**src/rtl/namuru_accum_fetch_if.sv**
```systemverilog
// Wishbone initiator bus plus the accumulation output stream of the Namuru accumulator fetcher.
// The master side is the fetch engine and the slave side is the correlator and stream consumer.
interface namuru_accum_fetch_if;
  logic [31:0] wb_adr_o;
  logic        wb_cyc_o;
  logic        wb_stb_o;
  logic        wb_we_o;
  logic [3:0]  wb_sel_o;
  logic [31:0] wb_dat_i;
  logic        wb_ack_i;

  logic [31:0] m_data;
  logic [3:0]  m_index;
  logic        m_last;
  logic        m_valid;
  logic        m_ready;

  modport master (
    output wb_adr_o, wb_cyc_o, wb_stb_o, wb_we_o, wb_sel_o,
    input  wb_dat_i, wb_ack_i,
    output m_data, m_index, m_last, m_valid,
    input  m_ready
  );

  modport slave (
    input  wb_adr_o, wb_cyc_o, wb_stb_o, wb_we_o, wb_sel_o,
    output wb_dat_i, wb_ack_i,
    input  m_data, m_index, m_last, m_valid,
    output m_ready
  );
endinterface

```
**src/rtl/namuru_accum_fetch.sv**
```systemverilog
// On a correlator accumulation interrupt, reads the status and new_data registers over Wishbone,
// then streams the ten accumulation words out one beat at a time.
module namuru_accum_fetch #(
  parameter logic [31:0] BASE    = 32'h0000_0000,
  parameter int unsigned TIMEOUT = 255
) (
  input  logic                         clk,
  input  logic                         rstn,
  input  logic                         enable,
  input  logic                         accum_int,
  input  logic                         err_clr,
  output logic [1:0]                   status_o,
  output logic                         busy,
  output logic                         frame_empty,
  output logic                         err_timeout,
  namuru_accum_fetch_if.master         bus
);

  localparam logic [31:0] STAT_ADR   = BASE + 32'h0000_0380;
  localparam logic [31:0] NEW_ADR    = BASE + 32'h0000_0384;
  localparam logic [3:0]  LAST_IDX   = 4'd9;
  localparam logic [15:0] WAIT_LIMIT = 16'(TIMEOUT - 1);

  typedef enum logic [2:0] {
    IDLE,
    RD_STAT,
    RD_NEW,
    RD_ACC,
    EMIT,
    GAP
  } state_t;

  state_t      state;
  state_t      state_next;
  state_t      gap_dest;
  state_t      gap_dest_next;
  logic [3:0]  index;
  logic [3:0]  index_next;
  logic [15:0] wait_cnt;

  logic        cyc_q;
  logic        cyc_next;
  logic [31:0] adr_q;
  logic [31:0] adr_next;

  logic [31:0] data_q;
  logic [3:0]  m_index_q;
  logic        last_q;
  logic        valid_q;
  logic [1:0]  status_q;
  logic        empty_q;
  logic        err_q;

  logic        ack_hit;
  logic        wait_expired;
  logic        beat_taken;
  logic        stat_hit;
  logic        empty_hit;
  logic        load_word;
  logic        timeout_hit;

  // An ack only counts while our own strobe is out, so stray acks are ignored.
  assign ack_hit      = bus.wb_ack_i & cyc_q;
  assign wait_expired = (wait_cnt == WAIT_LIMIT);
  assign beat_taken   = valid_q & bus.m_ready;

  always_comb begin
    state_next    = state;
    gap_dest_next = gap_dest;
    index_next    = index;
    stat_hit      = 1'b0;
    empty_hit     = 1'b0;
    load_word     = 1'b0;
    timeout_hit   = 1'b0;

    case (state)
      IDLE: begin
        if (enable && accum_int) begin
          state_next = RD_STAT;
          index_next = 4'd0;
        end
      end

      RD_STAT: begin
        if (ack_hit) begin
          stat_hit      = 1'b1;
          state_next    = GAP;
          gap_dest_next = RD_NEW;
        end else if (wait_expired) begin
          timeout_hit = 1'b1;
          state_next  = IDLE;
        end
      end

      RD_NEW: begin
        if (ack_hit) begin
          if (!bus.wb_dat_i[0]) begin
            empty_hit  = 1'b1;
            state_next = IDLE;
          end else begin
            state_next    = GAP;
            gap_dest_next = RD_ACC;
            index_next    = 4'd0;
          end
        end else if (wait_expired) begin
          timeout_hit = 1'b1;
          state_next  = IDLE;
        end
      end

      RD_ACC: begin
        if (ack_hit) begin
          load_word  = 1'b1;
          state_next = EMIT;
        end else if (wait_expired) begin
          timeout_hit = 1'b1;
          state_next  = IDLE;
        end
      end

      EMIT: begin
        if (beat_taken) begin
          if (index == LAST_IDX) begin
            state_next = IDLE;
          end else begin
            index_next    = index + 4'd1;
            state_next    = GAP;
            gap_dest_next = RD_ACC;
          end
        end
      end

      GAP: begin
        state_next = gap_dest;
      end

      default: begin
        state_next = IDLE;
      end
    endcase
  end

  // Bus controls are registered from the upcoming state so cyc/stb/adr change only on clock edges.
  always_comb begin
    cyc_next = 1'b0;
    adr_next = '0;
    case (state_next)
      RD_STAT: begin
        cyc_next = 1'b1;
        adr_next = STAT_ADR;
      end
      RD_NEW: begin
        cyc_next = 1'b1;
        adr_next = NEW_ADR;
      end
      RD_ACC: begin
        cyc_next = 1'b1;
        adr_next = BASE + {26'd0, index_next + 4'd4, 2'b00};
      end
      default: begin
        cyc_next = 1'b0;
        adr_next = '0;
      end
    endcase
  end

  always_ff @(posedge clk) begin
    if (!rstn) begin
      state    <= IDLE;
      gap_dest <= IDLE;
      index    <= '0;
      cyc_q    <= 1'b0;
      adr_q    <= '0;
    end else begin
      state    <= state_next;
      gap_dest <= gap_dest_next;
      index    <= index_next;
      cyc_q    <= cyc_next;
      adr_q    <= adr_next;
    end
  end

  // Wait counter restarts on every state change and counts cycles spent waiting for an ack.
  always_ff @(posedge clk) begin
    if (!rstn) begin
      wait_cnt <= '0;
    end else if (state_next != state) begin
      wait_cnt <= '0;
    end else if (cyc_q) begin
      wait_cnt <= wait_cnt + 16'd1;
    end
  end

  always_ff @(posedge clk) begin
    if (!rstn) begin
      data_q    <= '0;
      m_index_q <= '0;
      last_q    <= 1'b0;
      valid_q   <= 1'b0;
    end else if (load_word) begin
      data_q    <= bus.wb_dat_i;
      m_index_q <= index;
      last_q    <= (index == LAST_IDX);
      valid_q   <= 1'b1;
    end else if (beat_taken) begin
      valid_q   <= 1'b0;
    end
  end

  // A timeout wins over a simultaneous clear so that no error is ever lost.
  always_ff @(posedge clk) begin
    if (!rstn) begin
      status_q <= '0;
      empty_q  <= 1'b0;
      err_q    <= 1'b0;
    end else begin
      if (stat_hit) begin
        status_q <= bus.wb_dat_i[1:0];
      end
      empty_q <= empty_hit;
      if (timeout_hit) begin
        err_q <= 1'b1;
      end else if (err_clr) begin
        err_q <= 1'b0;
      end
    end
  end

  assign bus.wb_adr_o = adr_q;
  assign bus.wb_cyc_o = cyc_q;
  assign bus.wb_stb_o = cyc_q;
  assign bus.wb_we_o  = 1'b0;
  assign bus.wb_sel_o = 4'hF;
  assign bus.m_data   = data_q;
  assign bus.m_index  = m_index_q;
  assign bus.m_last   = last_q;
  assign bus.m_valid  = valid_q;

  assign status_o    = status_q;
  assign busy        = (state != IDLE);
  assign frame_empty = empty_q;
  assign err_timeout = err_q;

  beat_hold: assert property (@(posedge clk) disable iff (!rstn)
    valid_q && !bus.m_ready |=> valid_q && $stable(data_q) && $stable(m_index_q) && $stable(last_q));

  quiet_while_emit: assert property (@(posedge clk) disable iff (!rstn)
    valid_q |-> !cyc_q);

endmodule

```
**src/flat_wrapper.sv**
```systemverilog
// flat-port wrapper written by rule: the top's interface ports become plain ports
module namuru_accum_fetch_flat 
#(
  parameter logic [31:0] BASE    = 32'h0000_0000,
  parameter int unsigned TIMEOUT = 255
)
  (clk, rstn, enable, accum_int, err_clr, status_o, busy, frame_empty, err_timeout, bus_wb_adr_o, bus_wb_cyc_o, bus_wb_stb_o, bus_wb_we_o, bus_wb_sel_o, bus_wb_dat_i, bus_wb_ack_i, bus_m_data, bus_m_index, bus_m_last, bus_m_valid, bus_m_ready);
  namuru_accum_fetch_if bus_i ();
  input  logic clk;
  input  logic rstn;
  input  logic enable;
  input  logic accum_int;
  input  logic err_clr;
  output logic [1:0] status_o;
  output logic busy;
  output logic frame_empty;
  output logic err_timeout;
  output wire logic [$bits(bus_i.wb_adr_o)-1:0] bus_wb_adr_o;
  output wire logic [$bits(bus_i.wb_cyc_o)-1:0] bus_wb_cyc_o;
  output wire logic [$bits(bus_i.wb_stb_o)-1:0] bus_wb_stb_o;
  output wire logic [$bits(bus_i.wb_we_o)-1:0] bus_wb_we_o;
  output wire logic [$bits(bus_i.wb_sel_o)-1:0] bus_wb_sel_o;
  input wire logic [$bits(bus_i.wb_dat_i)-1:0] bus_wb_dat_i;
  input wire logic [$bits(bus_i.wb_ack_i)-1:0] bus_wb_ack_i;
  output wire logic [$bits(bus_i.m_data)-1:0] bus_m_data;
  output wire logic [$bits(bus_i.m_index)-1:0] bus_m_index;
  output wire logic [$bits(bus_i.m_last)-1:0] bus_m_last;
  output wire logic [$bits(bus_i.m_valid)-1:0] bus_m_valid;
  input wire logic [$bits(bus_i.m_ready)-1:0] bus_m_ready;
  assign bus_wb_adr_o = bus_i.wb_adr_o;
  assign bus_wb_cyc_o = bus_i.wb_cyc_o;
  assign bus_wb_stb_o = bus_i.wb_stb_o;
  assign bus_wb_we_o = bus_i.wb_we_o;
  assign bus_wb_sel_o = bus_i.wb_sel_o;
  assign bus_i.wb_dat_i = bus_wb_dat_i;
  assign bus_i.wb_ack_i = bus_wb_ack_i;
  assign bus_m_data = bus_i.m_data;
  assign bus_m_index = bus_i.m_index;
  assign bus_m_last = bus_i.m_last;
  assign bus_m_valid = bus_i.m_valid;
  assign bus_i.m_ready = bus_m_ready;
  namuru_accum_fetch #(.BASE(BASE), .TIMEOUT(TIMEOUT)) u_core (.clk(clk), .rstn(rstn), .enable(enable), .accum_int(accum_int), .err_clr(err_clr), .status_o(status_o), .busy(busy), .frame_empty(frame_empty), .err_timeout(err_timeout), .bus(bus_i));
endmodule
```
**config.mk**
```make
export PLATFORM = sky130hd
export DESIGN_NAME = namuru_accum_fetch_flat
export DESIGN_NICKNAME = d
export VERILOG_FILES = /design/src/rtl/namuru_accum_fetch_if.sv /design/src/rtl/namuru_accum_fetch.sv /design/src/flat_wrapper.sv
export SDC_FILE = /design/constraint.sdc
export NUM_CORES = 1
export LEC_CHECK = 0
export ABC_AREA = 1
export CORE_ASPECT_RATIO = 1.75
export CORE_MARGIN = 5
export CORE_UTILIZATION = 45
export DETAILED_ROUTE_END_ITERATION = 7
export PLACE_DENSITY_LB_ADDON = 0.1
export SLEW_MARGIN = 0
export SYNTH_ARGS = -nofsm -noshare
export SYNTH_HDL_FRONTEND = slang
export SYNTH_SLANG_ARGS = --single-unit
```
**constraint.sdc**
```tcl
create_clock -name clk -period 4.4 [get_ports clk]
set_input_delay 0.66 -clock clk [delete_from_list [all_inputs] [get_ports clk]]
set_output_delay 0.66 -clock clk [all_outputs]
set_load 0.005 [all_outputs]
```
==> results of run 1 <==
## area by class of cell
cell class              count  area (um2)  area share [%]
repair buffers             92         916            20.1
inverters                  34         131            2.88
well taps                  88         110            2.42
clock buffers              10         239            5.24
flip-flops and latches     73        1460            32.1
multi-input cells         329        1640            36.1
clock inverters             5        56.3            1.24
## logic make-up after synthesis
family | count (synthesis) | share of synthesized area (%)
and+or+nand+nor | 215 | 29.1
buffers and inverters | 84 | 13.4
DFF | 73 | 42.2
AOI/OAI and AO/OA | 65 | 9.82
xor gates and xnor gates | 15 | 3.79
adders and majority gates | 4 | 1.44
other | 2 | 0.217
## metrics by stage
stage	area (um2)	total power, mW
floorplan	3570	0.746
CTS	4560	1.49
global route	4560	1.53
detailed placement	4260	0.771
finish	4560	1.48
global placement	4260	0.770
## metal layers
metal  up-vias  routed length (um)  share of wire, %  global-route usage [%]
met1      1373                3200                37                    18.0
met5         -                   0                 0                       0
met2        90                4530                53                    31.4
li1       1545                   -                 -                       -
met4         0                 278               3.2                    8.86
met3        24                 570               6.6                    6.07
## cell usage after synthesis, drive strengths merged (4+ instances only)
| cell type | count | area share, % |
|---|---|---|
| nor2 | 121 | 16 |
| dfxtp | 73 | 42 |
| nand2 | 59 | 6.9 |
| o21ai | 44 | 6.4 |
| buf | 38 | 8.3 |
| inv | 33 | 3.6 |
| nand3 | 20 | 3.5 |
| a21oi | 17 | 2.6 |
| clkbuf | 12 | 1.3 |
| xor2 | 10 | 2.5 |
| nor3 | 8 | 1.6 |
| nand4 | 7 | 1.3 |
| xnor2 | 5 | 1.3 |
| ha | 4 | 1.4 |
## critical path: stages
cell	delay (ns)
sky130_fd_sc_hd__clkdlybuf4s50_1	0.45
sky130_fd_sc_hd__nand2_4	0.14
sky130_fd_sc_hd__nor3_4	0.05
sky130_fd_sc_hd__buf_4	0.24
sky130_fd_sc_hd__inv_2	0.46
sky130_fd_sc_hd__nand2_1	0.15
sky130_fd_sc_hd__nor2_2	0.20
sky130_fd_sc_hd__inv_2	0.06
sky130_fd_sc_hd__nor2_4	0.11
sky130_fd_sc_hd__nand3_4	0.31
sky130_fd_sc_hd__nor2_1	0.20
## sequential cells by signal, summed over array words and instances (netlist names)
register / flops
u_core.state: 3
u_core.bus.wb_cyc_o: 1
u_core.bus.m_last: 1
u_core.bus.m_index: 4
u_core.bus.m_valid: 1
u_core.err_timeout: 1
u_core.bus.wb_adr_o: 5
u_core.gap_dest: 2
u_core.index: 4
u_core.status_o: 2
u_core.frame_empty: 1
u_core.wait_cnt: 16
u_core.bus.m_data: 32
## power by group
part / leakage, nW / internal, mW / total (mW) / switching (mW)
logic: 1.16 / 0.0437 / 0.0881 / 0.0444
registers: 0.588 / 0.664 / 0.669 / 0.00485
clock network: 0.144 / 0.450 / 0.721 / 0.272
total: 1.90 / 1.16 / 1.48 / 0.321
## path summary, 6_finish.rpt
kind,to,slack [ns],cells past startpoint
hold / removal,u_core.gap_dest[0],0.45,2
setup reg to reg,u_core.wait_cnt[1],1.77,11
hold reg to reg,u_core.gap_dest[0],0.45,2
setup / recovery,u_core.wait_cnt[1],1.61,11
==> results.txt, run 1 <==
The run finished with clean final reports. The layout filler cell count is 713. Dividing the detail-routed wire length by the instance count gives approximately 14 um.

For this run, the detailed router's first-pass iteration total came to 5. The post-CTS setup buffer count is 0. The mean instance size in the synthesized netlist is 7.56 um2. In this run the most critical hold path is launched from u_core.gap_dest[0]. The commonest non-fill, non-tap cell in the layout is sky130_fd_sc_hd__nor2_1. The number of pins exceeding their max-slew limit in the final report came out at 0. The number of global-route vias before repair came out at 2,938.

The row count is 42. The clock sink count came out at 73. The clock-pin slew of the registers on the worst-case setup and hold paths came out at ~0.060 ns. Data arrives at the worst endpoint at 3.04 ns. Using the TritonRoute via totals, the vias-per-cell ratio works out to roughly 4.8. The final RePlAce weighted congestion is ~0.97. The initial antenna violation count is 0.

In the layout the commonest cells are sky130_fd_sc_hd__nor2_1 (106), sky130_fd_sc_hd__clkdlybuf4s50_1 (90), sky130_fd_sc_hd__dfxtp_1 (73), sky130_fd_sc_hd__nand2_1 (54), sky130_fd_sc_hd__o21ai_0 (41). Setup repair after global routing left no endpoint under its margin. The floorplan core area is 7570 um2. The die is 126 um tall. The period utilization is roughly 63%.

The worst path meets setup with around 1.6 ns of slack. The growth of design area from synthesis to finish is 31.5%. Once detail routing completed, the nets flagged for antenna violations numbered 0. At the end of the flow the core is filled with cells to 60.2%. The relative slew slack came out at 44.8%. The largest buffer count on any clock path came out at 2. The maximum ir drop on the vdd rail is 0.000214 V.

The top-level I/O count is 121. The instance count after placement with tap cells included is 616. The antenna cell count came out at 0. The largest net degree at the start of global routing came out at 44. The worst path in the final design needs a cycle of 2.79 ns, including I/O delays and setup.

TritonCTS created 9 clock buffers. The count of buffers added on input and output ports is 90. The filler-free cell count of the finished design came out at 631. The synthesized design contains 0 enable-type register cells.

The final layout contains routed wiring with a total length of 8580 um. The cell sitting at the root of the clock tree is a sky130_fd_sc_hd__clkbuf_16. The number of warnings reported in the yosys synthesis log came out at 0. The highest achievable clock rate came out at 0.359 GHz. The tightest min-delay check is of the flop to flop type. The area of the mapped netlist is 3460 um2. The overall via count from detail_route came out at about 3.0k.

In this run, the number of DRC markers left after iteration 0 of detailed routing was 125. The worst register-to-register path begins at u_core.state[2]. The number of nets in the layout is around 580. The first global-routing pass estimated 13,800 um of wire. Yosys mapped the design onto 33 distinct sky130hd cell types.

The width of the die is 76.3 um. The number of instances resized during post-cts repair is 0. The clock skew is 0.00373 ns. The total of max-cap violations came out at 0.

Across all hold checks on the routed design, the worst slack comes to between 0.4 and 0.5 ns. The dominant register cell in the synthesized netlist is sky130_fd_sc_hd__dfxtp_1. The initial core utilization came out at between 40% and 50%. After routing, the total negative slack on setup checks comes to 0 ns.

In the synthesized netlist the async set-or-reset flop fraction comes to 0%. The final count of hold timing violations came out at 0. The sequential fraction of the synthesis area came out at 42.2%. At the pin with the least slew margin, the transition time is roughly 0.83 ns. The worst setup path is captured at a flop.

Global routing used 17.6% of the available tracks across all layers. The power density relative to cell area came out at 324 nW/um2. The static leakage power came out at between 1.5 and 2 nW.

For this run, design rule violations remaining after detail routing come to 0. The CTS tree is yes. The total of endpoints with negative setup slack in the final report is 0.

Global routing finished with a remaining overflow of 0. The worst setup slack after placement is 1.24 ns. The layout cell share with drive strength beyond 1 came out at under 10%. The post-cts hold buffer count came out at 0. At the worst endpoint, the required time is 4.66 ns. The total of flip-flops plus latches after synthesis is 73. The peak fanout along the critical path is 43. The clock reaches the later pin of the worst-skew pair after 0.33 ns.

The area of the die is 9620 um2. The number of instances in the synthesized netlist is 458. The deepest level of the CTS H-tree is 3.

The startpoint-to-endpoint class of the critical path is input port to flop. Once detailed placement completed, the half-perimeter wirelength came to 6480 um. The worst setup path is launched from an input port.

The critical path starts at bus_wb_ack_i.
No activity file was read; power rests on OpenSTA's default activity.
==> inputs of run 2 (changes only) <==
- clock period: 4.4 -> 2.6 ns (I/O delays scaled with it)
==> run 2 against run 1 <==
Against the previous run:
- critical path depth decreased by 8
- sequential share of layout area shrank 0.24 points
- final area increased by 0.74%
- global-route usage grew 0.25 points
- flip-flop and latch count did not move
- die area stayed put
- via count up 1.4%
- wire length up 0.29%
- cell count grew 0.32%
- first-iteration DRC count up 3.2%
- clock-buffer cell count grew 1
- setup slack got worse by 1.0 ns
- critical path type is now flop to output port
- largest cell class unchanged
==> results.txt, run 2 (synthesis results as in run 1) <==
The flow ran to the end, and the final reports show no timing, DRC or antenna violations. The combinational share of power came out at 5.7% (-0.3 points). The data arrival time of the critical path is 1.63 ns (-1.41 ns). The highest achievable clock rate is 0.496 GHz. The number of instances resized during post-cts repair was 0 (unchanged). The layout cell share with drive strength beyond 1 is 9.54% (+0.15 points).

The via count normalized by instance count is 4.85 (+1.0%). The fraction of power spent switching nets is 20.8% (-0.95 points). The area of the die is 9620 um2 (unchanged). The antenna cell count came out at 0 (unchanged). The static leakage power is 1.92 nW (+1.0%). The largest buffer count on any clock path came to 2 (unchanged). The number of nets in the layout is 583 (+0.17%). The post-DP HPWL is 6400 um (-1.3%).

The number of nets still failing antenna checks after routing came out at 0 (unchanged). The met2 wire length is 4620 um (+2.0%). The detailed router used layers up to and including met4. The total of endpoints with negative setup slack in the final report came out at 0 (unchanged). The row count came out at 42 (unchanged). The standard cell area after detailed placement is 4270 um2 (+0.18%). The worst setup path is launched from a flop. The number of DRC violations after detailed-routing iteration 0 is 129 (+3.2%).

STA classifies the critical path endpoint as an output port. The power density relative to cell area was 567 nW/um2 (+75%). The period utilization is 77.6%.

The maximum ir drop on the vdd rail came to 0.000396 V (+85%). The initial antenna violation count came to 0 (unchanged). TritonCTS built the clock tree. The total negative slack for setup checks is 0 ns (unchanged).

The floorplan core area came to 7570 um2 (unchanged). The number of global-route vias before repair was 3,013 (+2.6%). From synthesis to final layout, the design area changed by 32.5%. The minimum clock period after layout came out at between 2 and 2.5 ns. The count of buffers from port buffering is 90 (unchanged). The cell class contributing the biggest share of worst-path delay is flip-flops. The layout filler cell count came out at 733 (+2.8%). The floorplan die height was 126 um (unchanged). The cell at the root of the clock tree is sky130_fd_sc_hd__clkbuf_16. The largest net degree at the start of global routing is 43 (-2.3%).

The sum of routed wire length over all layers came to 8610 um (+0.29%). The switching power is 540 uW (+68%). The post-cts hold buffer count came out at 0 (unchanged). The clock skew came to 0.00476 ns (+0.00102 ns). Setup repair after global routing left no endpoint under its margin.

The post-CTS setup buffer count is 0 (unchanged). The worst setup path is of the flop to output port kind. The initial core utilization was 45.8% (unchanged). The final count of hold timing violations is 0 (unchanged). The overall via count from detail_route is 3,073 (+1.4%). The final global-route overflow total is 0 (unchanged). The sequential share of power came out at 43.5% (-1.7 points). The number of iterations in the first detailed-routing pass is 4 (-1). The routed length per instance is 13.6 um (about the same).

The CTS buffer count is 9 (unchanged). The top-level I/O count is 121 (unchanged). The filler-free cell count of the finished design is 633 (+0.32%). The slowest stage of the critical path is the sky130_fd_sc_hd__dfxtp_1 cell. The width of the die is 76.3 um (unchanged). The data required time of the worst path came out at 2.21 ns (-2.45 ns). The power after layout came to 2.60 mW (+76%).

The sum of routed wire segments on met1 came out at 3180 um (-0.66%). The instance count after placement with tap cells included is 617 (+0.16%). The worst path buffer plus inverter count is 1 (-3).

The total of max-cap violations is 0 (unchanged). The largest stage delay on the critical path is 0.54 ns (+0.08 ns). The total non-filler cell area in the finished layout came out at 4590 um2 (+0.74%).

The total track usage is 17.9% (+0.25 points). The flip-flop count of the largest register after layout is 32 (unchanged). The clock power share came to 50.8% (+2.0 points). The critical path goes through nor2_2, nand2_1, clkdlybuf4s50_1.

The clock latency at the later pin of the worst-skew pair came out at 0.33 ns (about the same). The peak fanout along the critical path is 9 (-79%). The number of pins exceeding their max-slew limit in the final report was 0 (unchanged). The clock sink count is 73 (unchanged). The worst hold slack after final layout is 0.445 ns (-0.00428 ns). The library cells used most frequently in the layout, excluding fill and tap cells, are sky130_fd_sc_hd__nor2_1 (106), sky130_fd_sc_hd__clkdlybuf4s50_1 (90), sky130_fd_sc_hd__dfxtp_1 (73), sky130_fd_sc_hd__nand2_1 (54), sky130_fd_sc_hd__o21ai_0 (41).

The met3 wire length came out at 623 um (+9.3%). The global-route wire length before repair came out at 14,000 um (+1.6%). The clock-pin slew of the registers on the worst-case setup and hold paths is 0.05 ns (about the same).

The library cell used most frequently in the layout, excluding fill and tap cells, is sky130_fd_sc_hd__nor2_1. The final RePlAce weighted congestion is 0.940 (-3.3%). The path class of the tightest hold or removal check is flop to flop. The count of unresolved DRC violations after routing is 0 (unchanged). The cell-internal power came to 2.06 mW (+78%).

The deepest level of the CTS H-tree is 3 (unchanged).
run 2: final timing paths:
check | from | end | slack, ns | depth (start not counted)
min | u_core.gap_dest[0] | u_core.gap_dest[0] | 0.44 | 2
max | u_core.state[0] | busy | 0.58 | 3
min reg2reg | u_core.gap_dest[0] | u_core.gap_dest[0] | 0.44 | 2
max reg2reg | u_core.bus.wb_cyc_o | u_core.wait_cnt[5] | 0.59 | 10
run 2: power by group through the flow:
stage	Clock, mW	Combinational [mW]	Sequential, mW
after global placement	0	0.147	1.16
after CTS	1.35	0.149	1.13
final	1.32	0.149	1.13
after detailed placement	0	0.148	1.16
after floorplan	0	0.111	1.15
after global routing	1.40	0.164	1.13
run 2: cell type report:
| cell class | count | area (um2) | share of cell area (%) |
|---|---|---|---|
| Multi-Input combinational cell | 329 | 1640 | 35.8 |
| Sequential cell | 73 | 1460 | 31.8 |
| Timing Repair Buffer | 93 | 923 | 20.1 |
| Clock buffer | 11 | 243 | 5.29 |
| Inverter | 34 | 131 | 2.86 |
| Tap cell | 88 | 110 | 2.40 |
| Clock inverter | 5 | 78.8 | 1.72 |
run 2: worst min-delay path, cell delays in order, from the launching register on:
cell	delay (ns)
sky130_fd_sc_hd__dfxtp_1	0.31
sky130_fd_sc_hd__inv_1	0.05
sky130_fd_sc_hd__a21oi_1	0.05
run 2: metrics by stage:
| step | utilization, % | worst slack (ns) |
|---|---|---|
| floorplan | - | 0.988 |
| global placement | 56.4 | 0.370 |
| detailed placement | 56.4 | 0.312 |
| CTS | 60.7 | 0.580 |
| global route | 60.7 | 0.447 |
| finish | 60.7 | 0.582 |
run 2: layer usage:
| layer | track usage (%) | vias to the layer above |
|---|---|---|
| met1 | 18.3 | 1405 |
| met2 | 32.3 | 99 |
| met3 | 6.50 | 17 |
| met5 | 0 | - |
| met4 | 7.31 | 0 |
| li1 | - | 1552 |
==> inputs of run 3 (changes only) <==
- clock period: 2.6 -> 2.1 ns (I/O delays scaled with it)
==> run 3 against run 2 <==
Against the previous run:
- final area up 1.5%
- sequential share of layout area down 0.48 points
- wire length up 2.6%
- die area unchanged
- register-to-register slack worse by 0.30 ns
- clock power up 24%
- first-iteration DRC count down 26%
- critical endpoint unchanged
- utilization up 0.93 points
==> results.txt, run 3 (synthesis results as in run 1) <==
The flow ran to the end, and the final reports show no timing, DRC or antenna violations. The switching power is 678 uW (+25%). The total of max-cap violations is 0 (unchanged). The largest buffer count on any clock path came out at 2 (unchanged). The worst setup path is captured at an output port.

The layout cell share with drive strength beyond 1 came out at 10.5% (+0.99 points). The startpoint-to-endpoint class of the critical path is flop to output port. The combinational share of power came out at 6.4% (+0.7 points). The total non-filler cell area in the finished layout is 4660 um2 (+1.5%). The area used by multi-input combinational logic came out at 1640 um2 (unchanged).

The critical path starts at u_core.state[2]. The static leakage power is 1.96 nW (+2.1%). The clock-pin slew of the registers on the worst-case setup and hold paths came out at 0.06 ns (about the same).

The number of global-route vias before repair is 3,140 (+4.2%). The root buffer cell chosen for the clock tree is sky130_fd_sc_hd__clkbuf_16. In the layout the commonest cells are sky130_fd_sc_hd__nor2_1 (106), sky130_fd_sc_hd__clkdlybuf4s50_1 (90), sky130_fd_sc_hd__dfxtp_1 (73), sky130_fd_sc_hd__nand2_1 (54), sky130_fd_sc_hd__o21ai_0 (41). The width of the die came out at 76.3 um (unchanged). The routed length per instance is 13.8 um (+1.6%). The minimum clock period after layout came out at 1.96 ns. The final global-route overflow total came out at 0 (unchanged). The clock latency at the later pin of the worst-skew pair came out at 0.33 ns (about the same).

The utilization of the core after routing is 61.6% (+0.93 points). The data required time of the worst path came out at 1.78 ns (-0.43 ns). The flip-flop count of the largest register after layout was 32 (unchanged). The sequential share of power is 43.1% (-0.4 points). The maximum ir drop on the vdd rail came out at 0.000473 V (+20%).

The final count of hold timing violations came out at 0 (unchanged). The deepest level of the CTS H-tree came to 3 (unchanged). The post-DP HPWL is 6630 um (+3.6%). The period utilization came out at around 93%. The number of nets in the layout is 589 (+1.0%). The total negative slack for setup checks came out at 0 ns (unchanged). The worst hold path belongs to the class flop to flop. The total track usage came out at 18.6% (+0.69 points). The initial core utilization came to 45.8% (unchanged). The row count came out at 42 (unchanged). The largest net degree at the start of global routing came out at 43 (unchanged). The post-cts hold buffer count came out at 0 (unchanged). The standard cell area after detailed placement came to 4340 um2 (+1.6%). The clock power share was 50.5% (-0.3 points).

The post-CTS setup buffer count came out at 0 (unchanged). The number of iterations in the first detailed-routing pass came to 4 (unchanged). The floorplan core area came to 7570 um2 (unchanged). The final RePlAce weighted congestion was 0.924 (-1.7%). In this run the critical register-to-register path is launched from u_core.wait_cnt[0]. The area of the die is 9620 um2 (unchanged).

The number of instances resized during post-cts repair is 0 (unchanged). The cell-internal power came out at 2.57 mW (+25%). The CTS buffer count is 9 (unchanged).

The worst setup path is launched from a flop. The total of endpoints with negative setup slack in the final report came out at 0 (unchanged). The overall via count from detail_route is 3,093 (+0.65%). The setup slack of the most critical reg-to-reg path came out at 0.29 ns (-0.30 ns). The count of unresolved DRC violations after routing came out at 0 (unchanged).

The initial antenna violation count was 0 (unchanged). TritonCTS built the clock tree. The peak fanout along the critical path came to 8 (-1). The floorplan die height is 126 um (unchanged). The number of nets still failing antenna checks after routing came to 0 (unchanged). The instance count after placement with tap cells included came out at 623 (+0.97%). The library cell used most frequently in the layout, excluding fill and tap cells, is sky130_fd_sc_hd__nor2_1. The antenna cell count came out at 0 (unchanged). The area taken by flip-flops and latches is 1460 um2 (unchanged). The number of pins exceeding their max-slew limit in the final report is 0 (unchanged). The sum of routed wire length over all layers is 8830 um (+2.6%). The via count normalized by instance count came out at 4.84 (-0.29%). Setup repair after global routing left no endpoint under its margin. The number of DRC violations after detailed-routing iteration 0 is 96 (-26%). The global-route wire length before repair is 14,400 um (+2.6%).

The layout filler cell count was 701 (-4.4%). The growth of design area from synthesis to finish is 34.5%. The clock sink count came out at 73 (unchanged).

The fraction of power spent switching nets was 20.9% (+0.10 points). The power density relative to cell area is 697 nW/um2 (+23%). The highest achievable clock rate is 0.511 GHz. The data arrival time of the critical path is 1.64 ns (about the same). The startpoint identified for the worst hold timing path is u_core.gap_dest[0]. The filler-free cell count of the finished design was 639 (+0.95%).

The clock skew is 0.00539 ns (+0.000630 ns). The top-level I/O count is 121 (unchanged). The count of buffers from port buffering is 90 (unchanged).
run 3: cell count changes in the layout (fill, tap and decap cells not counted), sizes merged:
| cell | previous run | this run |
|---|---|---|
| buf | 3 | 9 |
run 3: area by class of cell:
type / count / share of cell area, %
Multi-Input combinational cell: 329 / 35.2
Clock buffer: 11 / 5.21
Timing Repair Buffer: 99 / 21.3
Clock inverter: 5 / 1.69
Inverter: 34 / 2.82
Tap cell: 88 / 2.36
Sequential cell: 73 / 31.4
run 3: power by group through the flow:
stage          clock (mW)  sequential, mW  combinational, mW
6_report             1.64            1.40              0.209
5_1_grt              1.75            1.40              0.228
4_1_cts              1.68            1.40              0.208
3_5_place_dp            0            1.43              0.207
3_3_place_gp            0            1.43              0.205
2_1_floorplan           0            1.43              0.138
run 3: metrics by stage:
| step | setup WS [ns] | power (mW) | hold WS (ns) |
|---|---|---|---|
| after floorplan | 0.488 | 1.56 | 0.426 |
| after global placement | 0.139 | 1.63 | 0.436 |
| after detailed placement | 0.0982 | 1.64 | 0.443 |
| after CTS | 0.139 | 3.29 | 0.451 |
| after global routing | 0.0747 | 3.38 | 0.469 |
| final | 0.143 | 3.25 | 0.452 |
run 3: final timing paths:
check	to	cells after the start
worst max-delay path	busy	3
worst min-delay path	u_core.gap_dest[0]	2
worst max register to register	u_core.wait_cnt[14]	8
worst min register to register	u_core.gap_dest[0]	2
run 3: worst max-delay path, stage by stage (launching register included):
cell	delay, ns
sky130_fd_sc_hd__dfxtp_1	0.57
sky130_fd_sc_hd__inv_4	0.09
sky130_fd_sc_hd__nand2_1	0.13
sky130_fd_sc_hd__clkdlybuf4s50_1	0.52
run 3: routing by layer:
metal | share of wire, % | vias to the layer above | track usage [%]
met5 | 0 | - | 0
met4 | 3.8 | 0 | 10.5
met3 | 7.0 | 25 | 6.29
met1 | 37 | 1399 | 18.0
li1 | - | 1559 | -
met2 | 52 | 110 | 33.6
